===== config.mk =====
export PLATFORM = sky130hd
export DESIGN_NAME = hazard_ctrl
export DESIGN_NICKNAME = d
export VERILOG_FILES = /design/src/rtl/cpu_pkg.sv /design/src/rtl/hz_match.sv /design/src/rtl/hazard_ctrl.sv
export SDC_FILE = /design/constraint.sdc
export NUM_CORES = 1
export LEC_CHECK = 0
export CELL_PAD_IN_SITES_DETAIL_PLACEMENT = 0
export CELL_PAD_IN_SITES_GLOBAL_PLACEMENT = 1
export CORE_MARGIN = 2
export CORE_UTILIZATION = 40
export CTS_BUF_LIST = sky130_fd_sc_hd__clkbuf_2
export DETAILED_ROUTE_END_ITERATION = 7
export PLACE_DENSITY = 0.88
export SETUP_SLACK_MARGIN = 0.15
export SLEW_MARGIN = 20
export SYNTH_ARGS = -nofsm -noshare
export SYNTH_HDL_FRONTEND = slang
export SYNTH_SLANG_ARGS = --single-unit

===== constraint.sdc =====
create_clock -name clk -period 2.45 [get_ports clk]
set_input_delay 0.49 -clock clk [delete_from_list [all_inputs] [get_ports clk]]
set_output_delay 0.49 -clock clk [all_outputs]
set_load 0.01 [all_outputs]

===== src/rtl/cpu_pkg.sv =====
// Shared types and constants for the F/D/E/M/W pipeline control blocks.
// Slot widths follow CPU_REG_AW; instantiate blocks with a matching REG_AW.
package cpu_pkg;

    localparam int CPU_REG_AW = 4;
    localparam int CPU_PC_REG = 15;

    typedef enum logic [1:0] {
        FWD_RF = 2'b00,
        FWD_W  = 2'b01,
        FWD_M  = 2'b10
    } fwd_sel_t;

    typedef struct packed {
        logic                  valid;
        logic                  we;
        logic [CPU_REG_AW-1:0] wa;
        logic                  load;
        logic                  pcs;
    } slot_t;

    // M is the younger producer, so it shadows W.
    function automatic fwd_sel_t fwd_pick(input logic hit_m, input logic hit_w);
        if (hit_m) begin
            return FWD_M;
        end
        if (hit_w) begin
            return FWD_W;
        end
        return FWD_RF;
    endfunction

endpackage


===== src/rtl/hz_match.sv =====
// Purpose: RAW comparator for one source operand against one in-flight slot.
// Latency: purely combinational.
// Backpressure: none; evaluated every cycle.
module hz_match
    import cpu_pkg::*;
#(
    parameter int REG_AW = CPU_REG_AW,
    parameter int PC_REG = CPU_PC_REG
) (
    input  logic [REG_AW-1:0] src,
    input  logic              used,
    input  slot_t             slot,
    output logic              match
);

    localparam logic [REG_AW-1:0] PC_A = REG_AW'(PC_REG);

    // PC reads come from the fetch path, never from a pipeline producer.
    assign match = used & slot.valid & slot.we & (slot.wa == src) & (src != PC_A);

endmodule


===== src/rtl/hazard_ctrl.sv =====
// Purpose: hazard unit; tracks E/M/W destinations, drives forwarding, stalls and flushes.
// Latency: outputs combinational from D inputs and slot state; slots/counters update each clk.
// Backpressure: ld_stall holds F/D and bubbles E; pending PC writes hold fetch and flush D.
module hazard_ctrl
    import cpu_pkg::*;
#(
    parameter int REG_AW = CPU_REG_AW,
    parameter int PC_REG = CPU_PC_REG,
    parameter int FWD_EN = 1,
    parameter int CNT_W  = 16
) (
    input  logic              clk,
    input  logic              reset,
    input  logic              d_valid,
    input  logic [REG_AW-1:0] d_ra1,
    input  logic [REG_AW-1:0] d_ra2,
    input  logic              d_use1,
    input  logic              d_use2,
    input  logic              d_we,
    input  logic [REG_AW-1:0] d_wa,
    input  logic              d_load,
    input  logic              d_pcs,
    input  logic              e_cancel,
    output logic              stall_f,
    output logic              stall_d,
    output logic              flush_d,
    output logic              flush_e,
    output logic [1:0]        fwd_a_e,
    output logic [1:0]        fwd_b_e,
    output logic [CNT_W-1:0]  stall_cnt,
    output logic [CNT_W-1:0]  flush_cnt
);

    slot_t             e_slot, m_slot, w_slot;
    slot_t             d_slot, m_next;
    logic [REG_AW-1:0] e_ra1, e_ra2;
    logic              e_use1, e_use2;

    logic [1:0][REG_AW-1:0] d_src, e_src;
    logic [1:0]             d_use, e_use;
    logic [1:0]             hit_de, hit_dm, hit_dw, hit_em, hit_ew;

    logic     ld_stall_raw, ld_stall, pc_pend, br_taken_w;
    fwd_sel_t fwd_a, fwd_b;

    assign d_src = {d_ra2, d_ra1};
    assign d_use = {d_use2 & d_valid, d_use1 & d_valid};
    assign e_src = {e_ra2, e_ra1};
    assign e_use = {e_use2, e_use1};

    generate
        for (genvar k = 0; k < 2; k++) begin : g_src
            hz_match #(.REG_AW(REG_AW), .PC_REG(PC_REG)) u_de (
                .src(d_src[k]), .used(d_use[k]), .slot(e_slot), .match(hit_de[k]));
            hz_match #(.REG_AW(REG_AW), .PC_REG(PC_REG)) u_dm (
                .src(d_src[k]), .used(d_use[k]), .slot(m_slot), .match(hit_dm[k]));
            hz_match #(.REG_AW(REG_AW), .PC_REG(PC_REG)) u_dw (
                .src(d_src[k]), .used(d_use[k]), .slot(w_slot), .match(hit_dw[k]));
            hz_match #(.REG_AW(REG_AW), .PC_REG(PC_REG)) u_em (
                .src(e_src[k]), .used(e_use[k]), .slot(m_slot), .match(hit_em[k]));
            hz_match #(.REG_AW(REG_AW), .PC_REG(PC_REG)) u_ew (
                .src(e_src[k]), .used(e_use[k]), .slot(w_slot), .match(hit_ew[k]));
        end
    endgenerate

    always_comb begin
        ld_stall_raw = 1'b0;
        fwd_a        = FWD_RF;
        fwd_b        = FWD_RF;
        if (FWD_EN != 0) begin
            ld_stall_raw = (|hit_de) & e_slot.load;
            // A load in M has no data yet; it is caught by the load-use stall instead.
            fwd_a = fwd_pick(hit_em[0] & ~m_slot.load, hit_ew[0]);
            fwd_b = fwd_pick(hit_em[1] & ~m_slot.load, hit_ew[1]);
        end else begin
            // W counts too: the regfile write is not visible to a same-cycle read.
            ld_stall_raw = |{hit_de, hit_dm, hit_dw};
        end
    end

    // Reset silences every request combinationally, in the same cycle it is raised.
    assign ld_stall   = ~reset & ld_stall_raw;
    assign pc_pend    = ~reset & ((d_valid & d_pcs) | (e_slot.valid & e_slot.pcs)
                                  | (m_slot.valid & m_slot.pcs));
    assign br_taken_w = ~reset & w_slot.valid & w_slot.pcs;

    assign stall_f = ld_stall | pc_pend;
    assign stall_d = ld_stall;
    assign flush_d = pc_pend | br_taken_w;
    assign flush_e = ld_stall | br_taken_w;
    assign fwd_a_e = reset ? FWD_RF : fwd_a;
    assign fwd_b_e = reset ? FWD_RF : fwd_b;

    always_comb begin
        d_slot       = '0;
        d_slot.valid = d_valid;
        d_slot.we    = d_valid & d_we;
        d_slot.wa    = d_wa;
        d_slot.load  = d_valid & d_load;
        d_slot.pcs   = d_valid & d_pcs;
    end

    always_comb begin
        m_next = e_slot;
        if (e_cancel) begin
            m_next.we  = 1'b0;
            m_next.pcs = 1'b0;
        end
    end

    always_ff @(posedge clk) begin
        if (reset) begin
            e_slot    <= '0;
            m_slot    <= '0;
            w_slot    <= '0;
            e_ra1     <= '0;
            e_ra2     <= '0;
            e_use1    <= 1'b0;
            e_use2    <= 1'b0;
            stall_cnt <= '0;
            flush_cnt <= '0;
        end else begin
            w_slot <= m_slot;
            m_slot <= m_next;
            if (flush_e) begin
                e_slot <= '0;
                e_ra1  <= '0;
                e_ra2  <= '0;
                e_use1 <= 1'b0;
                e_use2 <= 1'b0;
            end else begin
                e_slot <= d_slot;
                e_ra1  <= d_ra1;
                e_ra2  <= d_ra2;
                e_use1 <= d_use[0];
                e_use2 <= d_use[1];
            end
            if (ld_stall && stall_cnt != '1) begin
                stall_cnt <= stall_cnt + CNT_W'(1);
            end
            if (flush_d && flush_cnt != '1) begin
                flush_cnt <= flush_cnt + CNT_W'(1);
            end
        end
    end

    // Loads in W have already delivered their data; the flag has no consumer there.
    logic unused_w_load;
    assign unused_w_load = w_slot.load;

endmodule


==> results of run 1 <==
[cell families after synthesis]
kind of cell             after synthesis
AO/OA/AOI/OAI                         55
XOR/XNOR                              26
adder cells (fa/ha/maj)                2
buffers and inverters                 21
flip-flops                            65
multiplexers                           7
AND/OR/NAND/NOR                      150
[cell usage in the layout (no fill, tap or decap), types with 3 or more instances in the layout]
cell type,instances
sky130_fd_sc_hd__dfxtp_1,50
sky130_fd_sc_hd__dfxtp_4,3
sky130_fd_sc_hd__mux2i_1,5
sky130_fd_sc_hd__o21ai_0,5
sky130_fd_sc_hd__dfxtp_2,12
sky130_fd_sc_hd__and3_1,12
sky130_fd_sc_hd__nor2_1,13
sky130_fd_sc_hd__buf_6,5
sky130_fd_sc_hd__and2_1,16
sky130_fd_sc_hd__nor4_2,4
sky130_fd_sc_hd__nand2_2,3
sky130_fd_sc_hd__inv_6,3
sky130_fd_sc_hd__or4_1,11
sky130_fd_sc_hd__dlygate4sd2_1,7
sky130_fd_sc_hd__clkbuf_2,9
sky130_fd_sc_hd__or3_1,4
sky130_fd_sc_hd__inv_1,7
sky130_fd_sc_hd__nand4_1,15
sky130_fd_sc_hd__xnor2_1,7
sky130_fd_sc_hd__and4_1,4
sky130_fd_sc_hd__buf_2,5
sky130_fd_sc_hd__a21oi_1,20
sky130_fd_sc_hd__xor2_1,15
sky130_fd_sc_hd__nor2b_1,13
sky130_fd_sc_hd__buf_4,29
sky130_fd_sc_hd__xnor2_2,3
sky130_fd_sc_hd__nand2_1,24
sky130_fd_sc_hd__clkdlybuf4s50_1,45
sky130_fd_sc_hd__nand3_1,12
sky130_fd_sc_hd__o31ai_1,14
sky130_fd_sc_hd__nor4_1,3
[metrics by stage]
step	setup TNS, ns	setup WS, ns	cell area, sq um	utilization [%]
after detailed placement	-7.13	-0.456	3760	52.4
after global routing	-0.146	-0.0684	4060	56.6
after floorplan	0	0.208	2930	-
after global placement	-7.48	-0.479	3760	52.4
after CTS	0	0.0227	3960	55.2
final	0	0.0182	4060	56.6
[registers in the layout, indices dropped and copies added, names as in the netlist]
| register | cells |
|---|---|
| m_slot | 8 |
| e_use1 | 1 |
| e_ra1 | 4 |
| stall_cnt | 16 |
| e_use2 | 1 |
| flush_cnt | 16 |
| w_slot | 7 |
| e_slot | 8 |
| e_ra2 | 4 |
[metal layers]
layer | vias to the layer above | routed length (um) | GRT usage [%]
met5 | - | 0 | 0
met4 | 0 | 75 | 5.70
met3 | 9 | 344 | 4.48
met2 | 65 | 3660 | 31.4
met1 | 1245 | 3140 | 24.3
li1 | 1384 | - | -
[Yosys cell counts, types with 2 or more instances]
| cell type | n | share of area, % |
|---|---|---|
| sky130_fd_sc_hd__ha_1 | 2 | 0.85 |
| sky130_fd_sc_hd__a2111oi_0 | 2 | 0.60 |
| sky130_fd_sc_hd__nand3_1 | 14 | 2.4 |
| sky130_fd_sc_hd__nor4_1 | 7 | 1.5 |
| sky130_fd_sc_hd__a21oi_1 | 20 | 3.4 |
| sky130_fd_sc_hd__and3_1 | 12 | 2.6 |
| sky130_fd_sc_hd__dfxtp_1 | 65 | 44 |
| sky130_fd_sc_hd__clkbuf_1 | 9 | 1.2 |
| sky130_fd_sc_hd__nand2_1 | 27 | 3.5 |
| sky130_fd_sc_hd__or3_1 | 4 | 0.85 |
| sky130_fd_sc_hd__xnor2_1 | 10 | 3.0 |
| sky130_fd_sc_hd__nor2b_1 | 13 | 2.8 |
| sky130_fd_sc_hd__inv_1 | 9 | 1.2 |
| sky130_fd_sc_hd__a21o_1 | 2 | 0.51 |
| sky130_fd_sc_hd__xor2_1 | 16 | 4.8 |
| sky130_fd_sc_hd__o21ai_1 | 2 | 0.34 |
| sky130_fd_sc_hd__nor3_1 | 3 | 0.51 |
| sky130_fd_sc_hd__and4_1 | 4 | 1.2 |
| sky130_fd_sc_hd__o21ai_0 | 5 | 0.85 |
| sky130_fd_sc_hd__or4_1 | 11 | 2.8 |
| sky130_fd_sc_hd__nor3b_1 | 2 | 0.51 |
| sky130_fd_sc_hd__nor4_2 | 2 | 0.85 |
| sky130_fd_sc_hd__mux2i_1 | 5 | 1.7 |
| sky130_fd_sc_hd__nand4_1 | 15 | 3.2 |
| sky130_fd_sc_hd__or2_2 | 2 | 0.43 |
| sky130_fd_sc_hd__o31ai_1 | 14 | 3.6 |
| sky130_fd_sc_hd__buf_2 | 2 | 0.34 |
| sky130_fd_sc_hd__and2_1 | 16 | 3.4 |
| sky130_fd_sc_hd__nor2_1 | 16 | 2.0 |
[critical path: stages]
cell and delay [ns]:
sky130_fd_sc_hd__clkdlybuf4s50_1 0.45, sky130_fd_sc_hd__xor2_1 0.18, sky130_fd_sc_hd__nor4_2 0.30, sky130_fd_sc_hd__a22oi_2 0.13, sky130_fd_sc_hd__nor2_2 0.16, sky130_fd_sc_hd__a31o_1 0.11
sky130_fd_sc_hd__buf_2 0.12
[timing repair]
action,4_1_cts,5_1_grt
pin swaps,16,12
setup buffers,7,4
gates resized for setup,68,17
endpoints found under the setup margin,8,20
[report_power, final]
| part | internal (W) | total, W | switching (W) |
|---|---|---|---|
| Clock | 0.000141 | 0.000559 | 0.000418 |
| Sequential | 0.00108 | 0.00111 | 0.0000228 |
| Combinational | 0.0000907 | 0.000166 | 0.0000756 |
| Total | 0.00131 | 0.00183 | 0.000516 |
[path summary, 6_finish.rpt]
kind         startpoint             to  slack (ns)  cells after the start
max reg2reg   e_slot[2]  stall_cnt[10]        0.33                      8
max            d_ra1[1]        flush_e        0.02                      7
min reg2reg   e_slot[0]      m_slot[0]        0.46                      1
min            d_ra2[1]       e_ra2[1]        0.35                      2
[final cells by class]
type	instances	area [sq um]
multi-input cells	240	1660
clock buffers	9	45.0
inverters	9	33.8
clock inverters	7	51.3
well taps	99	124
flip-flops and latches	65	1330
fillers	636	3110
repair buffers	92	822
==> reports/results.txt, run 1 <==
The flow ran to the end, and the final reports show no timing, DRC or antenna violations. After detailed routing, the average wire length per cell comes to 13.9 um. Dividing the detail-routed via count by the number of cells gives 5.19. The tools report the detailed-route wire length as 7.22 mm.

The final weighted congestion in routability-driven placement is 0.943, and the total nets after synthesis is 349. The die is 89.6 um wide. Summed over all layers, the global routing overflow is 0. For the max-cap check violation count, the log shows 0.

The tools report the detailed router's first-iteration violation count as 128. The share of synthesized registers carrying an async set or reset came out at 0%. Capturing element type of the critical path: an output pin. The power per standard cell area is 451 nW/um^2. Detailed placement ended at an HPWL of 5.08 mm.

The via count of the first global-routing pass was 2505. The area growth from synthesis to layout is 38.6%. The initial core utilization is 40.8%, and the fraction of final layout cells sized beyond drive strength 1 is 23.2%. In this run the tightest slew margin relative to its limit is 59.4%. Summing the areas of all xor and xnor instances in the mapped netlist gives 7.77% of the synthesized area. Root buffer cell: sky130_fd_sc_hd__clkbuf_2. The y dimension of the die is 89.6 um, and the total power consumption of the routed design is 0.00183 W. The synthesized netlist devotes 29.1% of its cell area to simple gates. For the pin with the worst max-slew slack, the measured transition is 0.604 ns. The core box area is 7180 sq um. The total number of placement rows was 31.

The worst setup path is of the in -> out kind. The logs give 0 for the initial antenna violation count and 18.9% for the total routing usage reported by global routing. After Yosys synthesis, full adders, half adders and majority gates account for 0.854% of the synthesized area. The number of distinct library cells after synthesis was 44; the insertion delay to the later sink of the worst-skew pair was 0.49 ns. The data arrival time of the worst path came out at 1.94 ns.

The clock arrives with 0.0277 ns of skew. The tools report the instance count after placement with tap cells included as 494. A synthesized cell averages 8.99 sq um. The proportion of synthesized chip area in sequential cells was 44.4%. Summing every instance area after synthesis gives 2930 sq um.

Hold timing on the final database bottoms out at a slack of 0.350 ns. TritonCTS built the clock tree. Setup repair after global routing could not meet its margin everywhere.

The mux contribution to synthesized area works out to 2.48%. The total iterations of the first detailed-routing run came out at 4. The analysis attributes to cell leakage a power of 1.51 nW.

The first global-routing pass estimated 11.8 mm of wire. The run gives 8030 sq um as the die area. STA classifies the critical path startpoint as an input pin. Summing the areas of all compound-gate instances in the mapped netlist gives 12.4% of the synthesized area.

The run gives 0 as the max-slew violation count. For the worst setup path, the data required time is 1.96 ns. Clock tree synthesis found a total of 65 sinks.

The tools report the post-detailed-route DRC marker count as 0. The post-route clock period utilization works out to 99.3%. The count of cells in the finished layout, fillers not included, comes to 521. The count of buffers added on input and output ports is 60. The run gives 0 as the count of endpoints failing hold in the final timing report. Counting along the longest clock path gives a buffer depth of 2. The maximum vdd drop is 0.262 mV, and the antenna violation net count after detailed routing is 0. The largest net degree at the start of global routing is 33, and the number of H-tree levels is 3.

For this design, the CTS-stage hold fixing added 0 buffers. The number of antenna diodes in the final layout is 0. The most used flip-flop cell after synthesis is sky130_fd_sc_hd__dfxtp_1. The logs give 326 for the gate count after technology mapping and 2703 for the total number of vias. For this design the top-level I/O count stands at 61. After clock tree synthesis, the clock-pin slew on the worst setup and hold paths is 0.22 ns. At the end of the flow, the number of nets in the layout was 440. The worst hold path belongs to the class in -> reg. The combinational family with the most area after synthesis was simple AND/OR/NAND/NOR gates. The tools report the setup violation total in the final timing report as 0.

Yosys printed 0 warnings. The number of flops mapped to enable cells by yosys was 0. The shortest period the worst path allows is 2.43 ns. For this run, the top clock speed supported by timing is 0.411 GHz. The number of storage elements in the synthesis netlist works out to 65.

The number of clock buffers added by TritonCTS is 9. The largest fanout of any net on the critical path is 3.
(Power assumes the default switching activity.)
==> run 2, diff against run 1 <==
- GPL_ROUTABILITY_DRIVEN: unset -> 1
==> results of run 2 <==
No change in the layout: final DEF, timing and power equal those of run 1.
